===== src/rtl/juego_pkg.sv =====
// Shared types and constants for the two-player game sequencer.
//   estado_t               : sequencer states
//   GANADOR_*              : encodings of the ganador output
//   NUM_JUGADAS_W          : width of the completed-move counter
//   incrementar_saturado() : move counter increment that sticks at its maximum
//   ganador_de()           : winner code for a given player
package juego_pkg;

    typedef enum logic [2:0] {
        IDLE,
        INICIALIZAR,
        ESPERAR_LISTO,
        TURNO,
        VERIFICAR,
        CAMBIO,
        FIN
    } estado_t;

    localparam logic [1:0] GANADOR_NINGUNO = 2'b00;
    localparam logic [1:0] GANADOR_J0      = 2'b01;
    localparam logic [1:0] GANADOR_J1      = 2'b10;
    localparam logic [1:0] GANADOR_EMPATE  = 2'b11;

    localparam int NUM_JUGADAS_W = 7;
    localparam logic [NUM_JUGADAS_W-1:0] NUM_JUGADAS_MAX = '1;

    function automatic logic [NUM_JUGADAS_W-1:0] incrementar_saturado(
        input logic [NUM_JUGADAS_W-1:0] n
    );
        return (n == NUM_JUGADAS_MAX) ? n : n + 1'b1;
    endfunction

    // Player 0 -> 01, player 1 -> 10.
    function automatic logic [1:0] ganador_de(input logic jugador);
        return {jugador, ~jugador};
    endfunction

endpackage


===== src/rtl/temporizador_turno.sv =====
// Per-turn countdown: a prescaler dividing clk down to one tick per second
// and a seconds down-counter decremented on each tick.
// Ports:
//   clk, reset          : system clock, async active-high reset
//   cargar              : reload seconds to SEGUNDOS_TURNO and clear prescaler
//   habilitar           : let the prescaler run this cycle
//   segundos_restantes  : seconds left in the turn
//   expira              : the tick of this cycle takes the counter from 1 to 0
module temporizador_turno
    import juego_pkg::*;
#(
    parameter int CICLOS_POR_SEG = 50_000_000,
    parameter int SEGUNDOS_TURNO = 10
) (
    input  logic                                    clk,
    input  logic                                    reset,
    input  logic                                    cargar,
    input  logic                                    habilitar,
    output logic [$clog2(SEGUNDOS_TURNO+1)-1:0]     segundos_restantes,
    output logic                                    expira
);

    localparam int SEG_W = $clog2(SEGUNDOS_TURNO + 1);
    localparam int PRE_W = (CICLOS_POR_SEG > 1) ? $clog2(CICLOS_POR_SEG) : 1;
    localparam logic [PRE_W-1:0] PRE_MAX = PRE_W'(CICLOS_POR_SEG - 1);
    localparam logic [SEG_W-1:0] SEG_INI = SEG_W'(SEGUNDOS_TURNO);

    logic [PRE_W-1:0] pre_q, pre_d;
    logic [SEG_W-1:0] seg_q, seg_d;
    logic             tick;

    assign tick = habilitar && (pre_q == PRE_MAX);

    always_comb begin
        pre_d = pre_q;
        seg_d = seg_q;
        if (cargar) begin
            pre_d = '0;
            seg_d = SEG_INI;
        end else if (habilitar) begin
            if (tick) begin
                pre_d = '0;
                if (seg_q != '0) begin
                    seg_d = seg_q - 1'b1;
                end
            end else begin
                pre_d = pre_q + 1'b1;
            end
        end
    end

    always_ff @(posedge clk or posedge reset) begin
        if (reset) begin
            pre_q <= '0;
            seg_q <= '0;
        end else begin
            pre_q <= pre_d;
            seg_q <= seg_d;
        end
    end

    assign segundos_restantes = seg_q;
    assign expira             = tick && !cargar && (seg_q == SEG_W'(1));

endmodule


===== src/rtl/controlador_turnos.sv =====
// Game sequencer: starts the initializer, takes the starting player, then
// alternates turns with a per-turn countdown, asks the board checker after
// every move and declares a winner or a draw.
// Ports:
//   clk, reset          : system clock, async active-high reset
//   start_juego         : request a new game (from IDLE or FIN)
//   start_inicial       : one-cycle start pulse to the initializer
//   listo               : initializer done
//   jugador_inicial     : starting player, valid with listo
//   jugada_hecha        : current player placed a piece (one-cycle pulse)
//   hay_ganador         : checker says the last move wins
//   tablero_lleno       : checker says the board is full
//   jugador_actual      : player whose turn it is
//   habilitar_jugada    : moves accepted (TURNO)
//   segundos_restantes  : turn countdown
//   timeout             : one-cycle pulse when a turn expires
//   num_jugadas         : completed moves, saturating
//   fin_juego           : game over (FIN)
//   ganador             : 00 none, 01 player 0, 10 player 1, 11 draw
//
// state         | meaning
// --------------+------------------------------------------------------
// IDLE          | waiting for start_juego after reset
// INICIALIZAR   | start_inicial pulse, clear score of the previous game
// ESPERAR_LISTO | waiting for the initializer to return the first player
// TURNO         | current player may move, countdown running
// VERIFICAR     | one cycle to evaluate the checker after a move
// CAMBIO        | hand the turn to the other player, reload countdown
// FIN           | game over, results held until start_juego
module controlador_turnos
    import juego_pkg::*;
#(
    parameter int CICLOS_POR_SEG = 50_000_000,
    parameter int SEGUNDOS_TURNO = 10
) (
    input  logic                                    clk,
    input  logic                                    reset,
    input  logic                                    start_juego,
    output logic                                    start_inicial,
    input  logic                                    listo,
    input  logic                                    jugador_inicial,
    input  logic                                    jugada_hecha,
    input  logic                                    hay_ganador,
    input  logic                                    tablero_lleno,
    output logic                                    jugador_actual,
    output logic                                    habilitar_jugada,
    output logic [$clog2(SEGUNDOS_TURNO+1)-1:0]     segundos_restantes,
    output logic                                    timeout,
    output logic [NUM_JUGADAS_W-1:0]                num_jugadas,
    output logic                                    fin_juego,
    output logic [1:0]                              ganador
);

    estado_t                  estado_q, estado_d;
    logic                     jugador_q, jugador_d;
    logic [NUM_JUGADAS_W-1:0] num_q, num_d;
    logic [1:0]               ganador_q, ganador_d;
    logic                     timeout_q, timeout_d;

    logic cargar_tmr;
    logic habilitar_tmr;
    logic expira_tmr;

    temporizador_turno #(
        .CICLOS_POR_SEG (CICLOS_POR_SEG),
        .SEGUNDOS_TURNO (SEGUNDOS_TURNO)
    ) u_temporizador (
        .clk                (clk),
        .reset              (reset),
        .cargar             (cargar_tmr),
        .habilitar          (habilitar_tmr),
        .segundos_restantes (segundos_restantes),
        .expira             (expira_tmr)
    );

    always_comb begin
        estado_d      = estado_q;
        jugador_d     = jugador_q;
        num_d         = num_q;
        ganador_d     = ganador_q;
        timeout_d     = 1'b0;
        cargar_tmr    = 1'b0;
        habilitar_tmr = 1'b0;

        unique case (estado_q)
            IDLE: begin
                if (start_juego) begin
                    estado_d = INICIALIZAR;
                end
            end
            INICIALIZAR: begin
                num_d     = '0;
                ganador_d = GANADOR_NINGUNO;
                estado_d  = ESPERAR_LISTO;
            end
            ESPERAR_LISTO: begin
                if (listo) begin
                    jugador_d  = jugador_inicial;
                    cargar_tmr = 1'b1;
                    estado_d   = TURNO;
                end
            end
            TURNO: begin
                // A move on the expiring tick wins: the timer is frozen that
                // cycle so no expiry is seen.
                habilitar_tmr = !jugada_hecha;
                if (jugada_hecha) begin
                    num_d    = incrementar_saturado(num_q);
                    estado_d = VERIFICAR;
                end else if (expira_tmr) begin
                    timeout_d = 1'b1;
                    estado_d  = CAMBIO;
                end
            end
            VERIFICAR: begin
                if (hay_ganador) begin
                    ganador_d = ganador_de(jugador_q);
                    estado_d  = FIN;
                end else if (tablero_lleno) begin
                    ganador_d = GANADOR_EMPATE;
                    estado_d  = FIN;
                end else begin
                    estado_d = CAMBIO;
                end
            end
            CAMBIO: begin
                jugador_d  = ~jugador_q;
                cargar_tmr = 1'b1;
                estado_d   = TURNO;
            end
            FIN: begin
                if (start_juego) begin
                    estado_d = INICIALIZAR;
                end
            end
            default: begin
                estado_d = IDLE;
            end
        endcase
    end

    always_ff @(posedge clk or posedge reset) begin
        if (reset) begin
            estado_q  <= IDLE;
            jugador_q <= 1'b0;
            num_q     <= '0;
            ganador_q <= GANADOR_NINGUNO;
            timeout_q <= 1'b0;
        end else begin
            estado_q  <= estado_d;
            jugador_q <= jugador_d;
            num_q     <= num_d;
            ganador_q <= ganador_d;
            timeout_q <= timeout_d;
        end
    end

    assign start_inicial    = (estado_q == INICIALIZAR);
    assign habilitar_jugada = (estado_q == TURNO);
    assign fin_juego        = (estado_q == FIN);
    assign jugador_actual   = jugador_q;
    assign num_jugadas      = num_q;
    assign ganador          = ganador_q;
    assign timeout          = timeout_q;

endmodule


===== config.mk =====
export PLATFORM = sky130hd
export DESIGN_NAME = controlador_turnos
export DESIGN_NICKNAME = d
export VERILOG_FILES = /design/src/rtl/juego_pkg.sv /design/src/rtl/temporizador_turno.sv /design/src/rtl/controlador_turnos.sv
export SDC_FILE = /design/constraint.sdc
export NUM_CORES = 1
export LEC_CHECK = 0
export ABC_CLOCK_PERIOD_IN_PS = 2650
export BUFFER_PORTS_ARGS = -buffer_cell sky130_fd_sc_hd__buf_2
export CORE_ASPECT_RATIO = 2
export CORE_MARGIN = 2
export CORE_UTILIZATION = 61
export CTS_BUF_LIST = sky130_fd_sc_hd__clkbuf_8
export CTS_CLUSTER_DIAMETER = 50
export DETAILED_ROUTE_END_ITERATION = 10
export HOLD_SLACK_MARGIN = 0.02
export PLACE_DENSITY = 0.79
export RECOVER_POWER = 25
export SYNTH_ARGS = -nofsm -noshare
export SYNTH_HDL_FRONTEND = slang
export SYNTH_SLANG_ARGS = --single-unit
export TNS_END_PERCENT = 50

===== constraint.sdc =====
create_clock -name clk -period 2.65 [get_ports clk]
set_input_delay 0.53 -clock clk [delete_from_list [all_inputs] [get_ports clk]]
set_output_delay 0.53 -clock clk [all_outputs]
set_load 0.05 [all_outputs]

Yosys cells after proc, flatten, opt, wreduce, memory -nomap -nowiden --
Index checks and enable logic that the tools add are counted.
Storage, ports and cells: bits in registers 44, bits in latches 0, memory bits (writable) 0, memory bits (read-only) 0, bits of input ports 8, output and inout bits 18, logic and storage cells 73, memories 0
Cells by class: add/subtract/negate cells 3, multipliers 0, div/mod/pow operators 0, magnitude comparators 0, equality and inequality tests 15, shifts and indexed selects 0, mux-type cells 28, bitwise logic cells 1, reduce and logical (&&, ||, !) cells 19
Operator list (count):
- 2-to-1 mux 26 bit | 3
- adder 26 x 1 -> 26 bit (second input constant) | 1
- == test 26 bit (second input constant) | 1
- case mux 3 bit (6 select lines) | 1
- 2-to-1 mux 4 bit | 4
- 2-to-1 mux 7 bit | 2
- case mux 7 bit (2 select lines) | 1
- 2-to-1 mux 3 bit | 4
- nonzero test 2 bit | 6
- == test 3 bit (second input constant) | 3
- AND reduction 3 bit | 3
- 2-to-1 mux 2 bit | 4
- adder 7 x 1 -> 7 bit (second input constant) | 1
- == test 7 bit (second input constant) | 1
- == test 3 x 2 -> 1 bit (second input constant) | 2
- 2-to-1 mux 1 bit | 6
- inequality test 2 bit (second input constant) | 3
- == test 4 x 1 -> 1 bit (second input constant) | 1
- case mux 1 bit (2 select lines) | 2
- case mux 2 bit (2 select lines) | 1
- AND reduction 2 bit | 2
- nonzero test 4 bit | 1
- subtractor 4 x 1 -> 4 bit (second input constant) | 1
- == test 3 x 1 -> 1 bit (second input constant) | 1
- other kinds (8) | 11

Logic depth before layout (Yosys ltp) --
depth in word-level cells 8, gate-level depth with buffers 7, gate-level depth less buffers 6

Hierarchy --
From an unflattened synthesis, not the netlist that was laid out.
Second synthesis, totals: cell total of the unflattened synthesis 278, area total of the unflattened synthesis 2643.8 um^2
Modules (own cells, without submodules):
- temporizador_turno | instances 1, cells each 184, area each 1710.4 um^2, seq. area each 750.7 um^2
- controlador_turnos | instances 1, cells each 94, area each 933.4 um^2, seq. area each 350.3 um^2

Worst setup path after synthesis --
No wires, ideal clock.
path type register to register, start register u_temporizador.pre_q[16], end register u_temporizador.seg_q[2], in the netlist u_temporizador.segundos_restantes[2], setup time 0.078 ns, arrival 1.958 ns, required time 2.572 ns, slack 0.614 ns, cell stages (with the launch flop) 7, path buffers 1, period minus slack after synthesis 2.036 ns, cell sequence dfrtp_1 -> buf_6 -> or4b_4 -> nor4_4 -> nand4_4 -> or4b_1 -> a21oi_1
On the way: longest elaborated chain between the ends 4
RTL lines:
- from (decl) | line temporizador_turno.sv:28 | logic [PRE_W-1:0] pre_q, pre_d;
- from (signal assigned) | line temporizador_turno.sv:57 | pre_q <= pre_d;
- == test 26 bit | line temporizador_turno.sv:32 | assign tick = habilitar && (pre_q == PRE_MAX);
- logical AND 1 bit | line temporizador_turno.sv:32
- nonzero test 2 bit (no source line)
- AND reduction 3 bit (no source line)
- to (signal assigned) | line temporizador_turno.sv:58 | seg_q <= seg_d;
- to (decl) | line temporizador_turno.sv:29 | logic [SEG_W-1:0] seg_q, seg_d;
No other way between the ends. A chain may end at the register's enable or synchronous reset.

Worst setup path in the final report --
start register estado_q[0], end register u_temporizador.pre_q[25]
On the way: longest elaborated chain between the ends 6, elaborated cells on any way between the ends 10, those cells by class 3 x eq/ne; 5 x mux; 2 x reduce/logical
RTL lines:
- from (decl) | line controlador_turnos.sv:54 | estado_t estado_q, estado_d;
- from (signal assigned) | line controlador_turnos.sv:150 | estado_q <= estado_d;
- == test 3 x 2 -> 1 bit | line controlador_turnos.sv:85 | unique case (estado_q)
- 2-to-1 mux 1 bit | line controlador_turnos.sv:85
- logical AND 1 bit | line temporizador_turno.sv:32
- 2-to-1 mux 26 bit | line temporizador_turno.sv:41 | if (tick) begin
- 2-to-1 mux 26 bit | line temporizador_turno.sv:40 | end else if (habilitar) begin
- 2-to-1 mux 26 bit | line temporizador_turno.sv:37 | if (cargar) begin
Several ways; a longest one is shown, not always the timed one. The select of a mux whose other input is x is not followed.

==> metrics.cfg <==
[sta]
drv_slew = 0
setup_viol = 0
period_needed_ps = 2318
hold_viol = 0
post-route-period-util = 0.8747
rsz0062_at_grt = no
setup_ws_ps = 331.9
worstMarginPinSlew_ps = 761.3
relSlewSlack = 0.4925
fin_skew_ps = 7.933
tns_ps = 0
max_freq_mhz = 431.4

[yosys]
syn_area_um2 = 2575
ys.flop_type = dfrtp_1
synth.net_count = 293
yosys.cell_count.top_type = dfrtp_1
synth_area_leaders = dfrtp_1 (43%), xnor2_1 (6.8%), nor2_1 (5.0%), nand2_1 (3.2%), a211oi_1 (2.6%)
async_flop_share = 1.000
synth_common_cells = dfrtp_1 (44), nor2_1 (34), nand2_1 (22)
synth_edf_count = 0
yosys.area.top_type = dfrtp_1
syn_area_per_cell_um2 = 9.164
ys_ff_latch = 44
yosysSeqAreaShare = 0.4276
ys_types = 53
netlist_instances = 281
yosys_warnings = 0
yosys.area.top_type_share = 0.4276

[min_path]
hp-class = in -> async

[route]
wire_per_inst_um = 16.57
drtAntennaViolNets = 0
vias = 2223
vias_per_cell = 6.192
drtIter0Drc = 58
drc = 0
wirelength_mm = 5.950
dr.pass1.iters = 4

[cells_and_area]
drive_above_1_share = 0.1466
finalNonFillerCells = 359
fin_nets = 318
fill_cells = 338
area_delta_synth_final_pct = 10.50
fin_util = 0.6961
n_antenna_cell = 0

[setup_path]
critPathSlowestCell = a211o_1
path_buf_inv = 0
setup.worst_path.start = estado_q[0]
crit_type = reg -> reg
cp_max_fo = 20
cp-start-kind = register
crit_required_ps = 2880
r2r-start = estado_q[0]
max_stage_delay_ps = 550
cp_cell_sequence = nand2b_1 -> a211o_1 -> a2111oi_4 -> or3b_1 -> a21oi_1
cp_data_arrival_time_ps = 2550
crit_path_end_kind = register
cpLargestDelayFamily = compound AO/OA/AOI/OAI gates

[grt]
grt_usage = 0.2774
antenna_found_initial = 0
grt_pass1_wl_mm = 10.04
grt_max_degree = 21
gr-total-overflow = 0
grt_pass1_vias = 2234

[floorplanning]
die_width_um = 49.94
io_pins = 26
start_util = 0.6299
dieHeight_um = 95.88
core_um2 = 4088
rows = 33
die_area_um2 = 4788

[power]
leakage_nw = 1.225
power_density_nw_per_um2 = 786.9
peakVddDrop_v = 0.0005126

[cts]
tritoncts = yes
htree_levels = 2
cts_sinks = 44
holdBufCountCts = 0
cts_resized = 0
clk_path_buf_depth = 2
post_cts_buffers = 0
cts_buffers = 5
insertion_delay_ps = 310
root_buffer = clkbuf_8
clkSlewWorstSetupHoldPaths_ps = 90

[placement]
place_inst = 351
post-dp-hpwl_mm = 4.489
io_buffers = 25
globalplace.congestion = 0.8601
place_ws_ps = 217.6

[job]
drv_cap = 0

[outcome]
status = complete, no violations

==> cell usage in the layout (no fill, tap or decap), types with 4 or more instances in the layout <==
cell type / n
a2111oi_0: 6
a211oi_1: 9
a21oi_1: 13
and4_1: 4
buf_2: 25
buf_4: 6
clkbuf_8: 6
dfrtp_1: 44
ha_1: 4
inv_1: 12
nand2_1: 22
nand2b_1: 6
nand3_1: 10
nand4_1: 10
nor2_1: 34
nor3_1: 7
o21ai_0: 12
or3_1: 5
xnor2_1: 20
==> cells by family after synthesis <==
| group | after synthesis | share of synthesized area |
|---|---|---|
| muxes | 3 | 0.01215 |
| buffers and inverters | 27 | 0.04324 |
| xor gates and xnor gates | 21 | 0.07143 |
| adders and majority gates | 4 | 0.01944 |
| DFF | 44 | 0.4276 |
| AOI/OAI and AO/OA | 60 | 0.1628 |
| and+or+nand+nor | 122 | 0.2634 |
==> state kept, by name, summed over array words and instances (netlist names) <==
register and flops:
u_temporizador.pre_q 26, u_temporizador.segundos_restantes 4, estado_q 3, jugador_actual 1, timeout 1, num_jugadas 7, ganador 2
==> area by class of cell <==
type / count / area [µm²] / area share
multi-input cells: 210 / 1363 / 0.4789
inverters: 12 / 45.04 / 0.01583
clock buffers: 6 / 82.58 / 0.02902
clock inverters: 2 / 11.26 / 0.003958
well taps: 52 / 65.06 / 0.02287
flip-flops and latches: 44 / 1101 / 0.3870
repair buffers: 33 / 177.7 / 0.06244
==> worst paths after layout <==
path                                                              to  slack, ps  depth (start not counted)
worst max-delay path                        u_temporizador.pre_q[25]        330                          5
worst min-delay path            u_temporizador.segundos_restantes[0]        210                          2
worst max register to register              u_temporizador.pre_q[25]        330                          5
worst min register to register                        num_jugadas[6]        540                          2
max in group asynchronous                   u_temporizador.pre_q[25]       1410                          3
min in group clk                                          ganador[0]        470                          2
==> per-layer routing <==
| layer | part of all wire | global-route usage |
|---|---|---|
| met3 | 0.029 | 0.03416 |
| met4 | 0.021 | 0.1319 |
| met1 | 0.36 | 0.2709 |
| met5 | 0 | 0 |
| met2 | 0.59 | 0.5544 |
==> power breakdown <==
group	total [W]	switching [W]	internal [W]	leakage [nW]
Sequential	0.000850	0.0000928	0.000757	0.590
Clock	0.000442	0.000234	0.000208	0.0486
Combinational	0.000948	0.000676	0.000272	0.586
Total	0.00224	0.00100	0.00124	1.23
==> through the flow <==
step | power [W] | cell area [µm²] | hold slack (ps)
finish | 0.002239 | 2845 | 205.5
global route | 0.002362 | 2845 | 241.5
CTS | 0.002254 | 2853 | 223.3
detailed placement | 0.001819 | 2759 | 528.2
global placement | 0.001787 | 2759 | 523.4
floorplan | 0.001551 | 2575 | 457.6
Note: power is estimated with default switching activity, not from simulation.
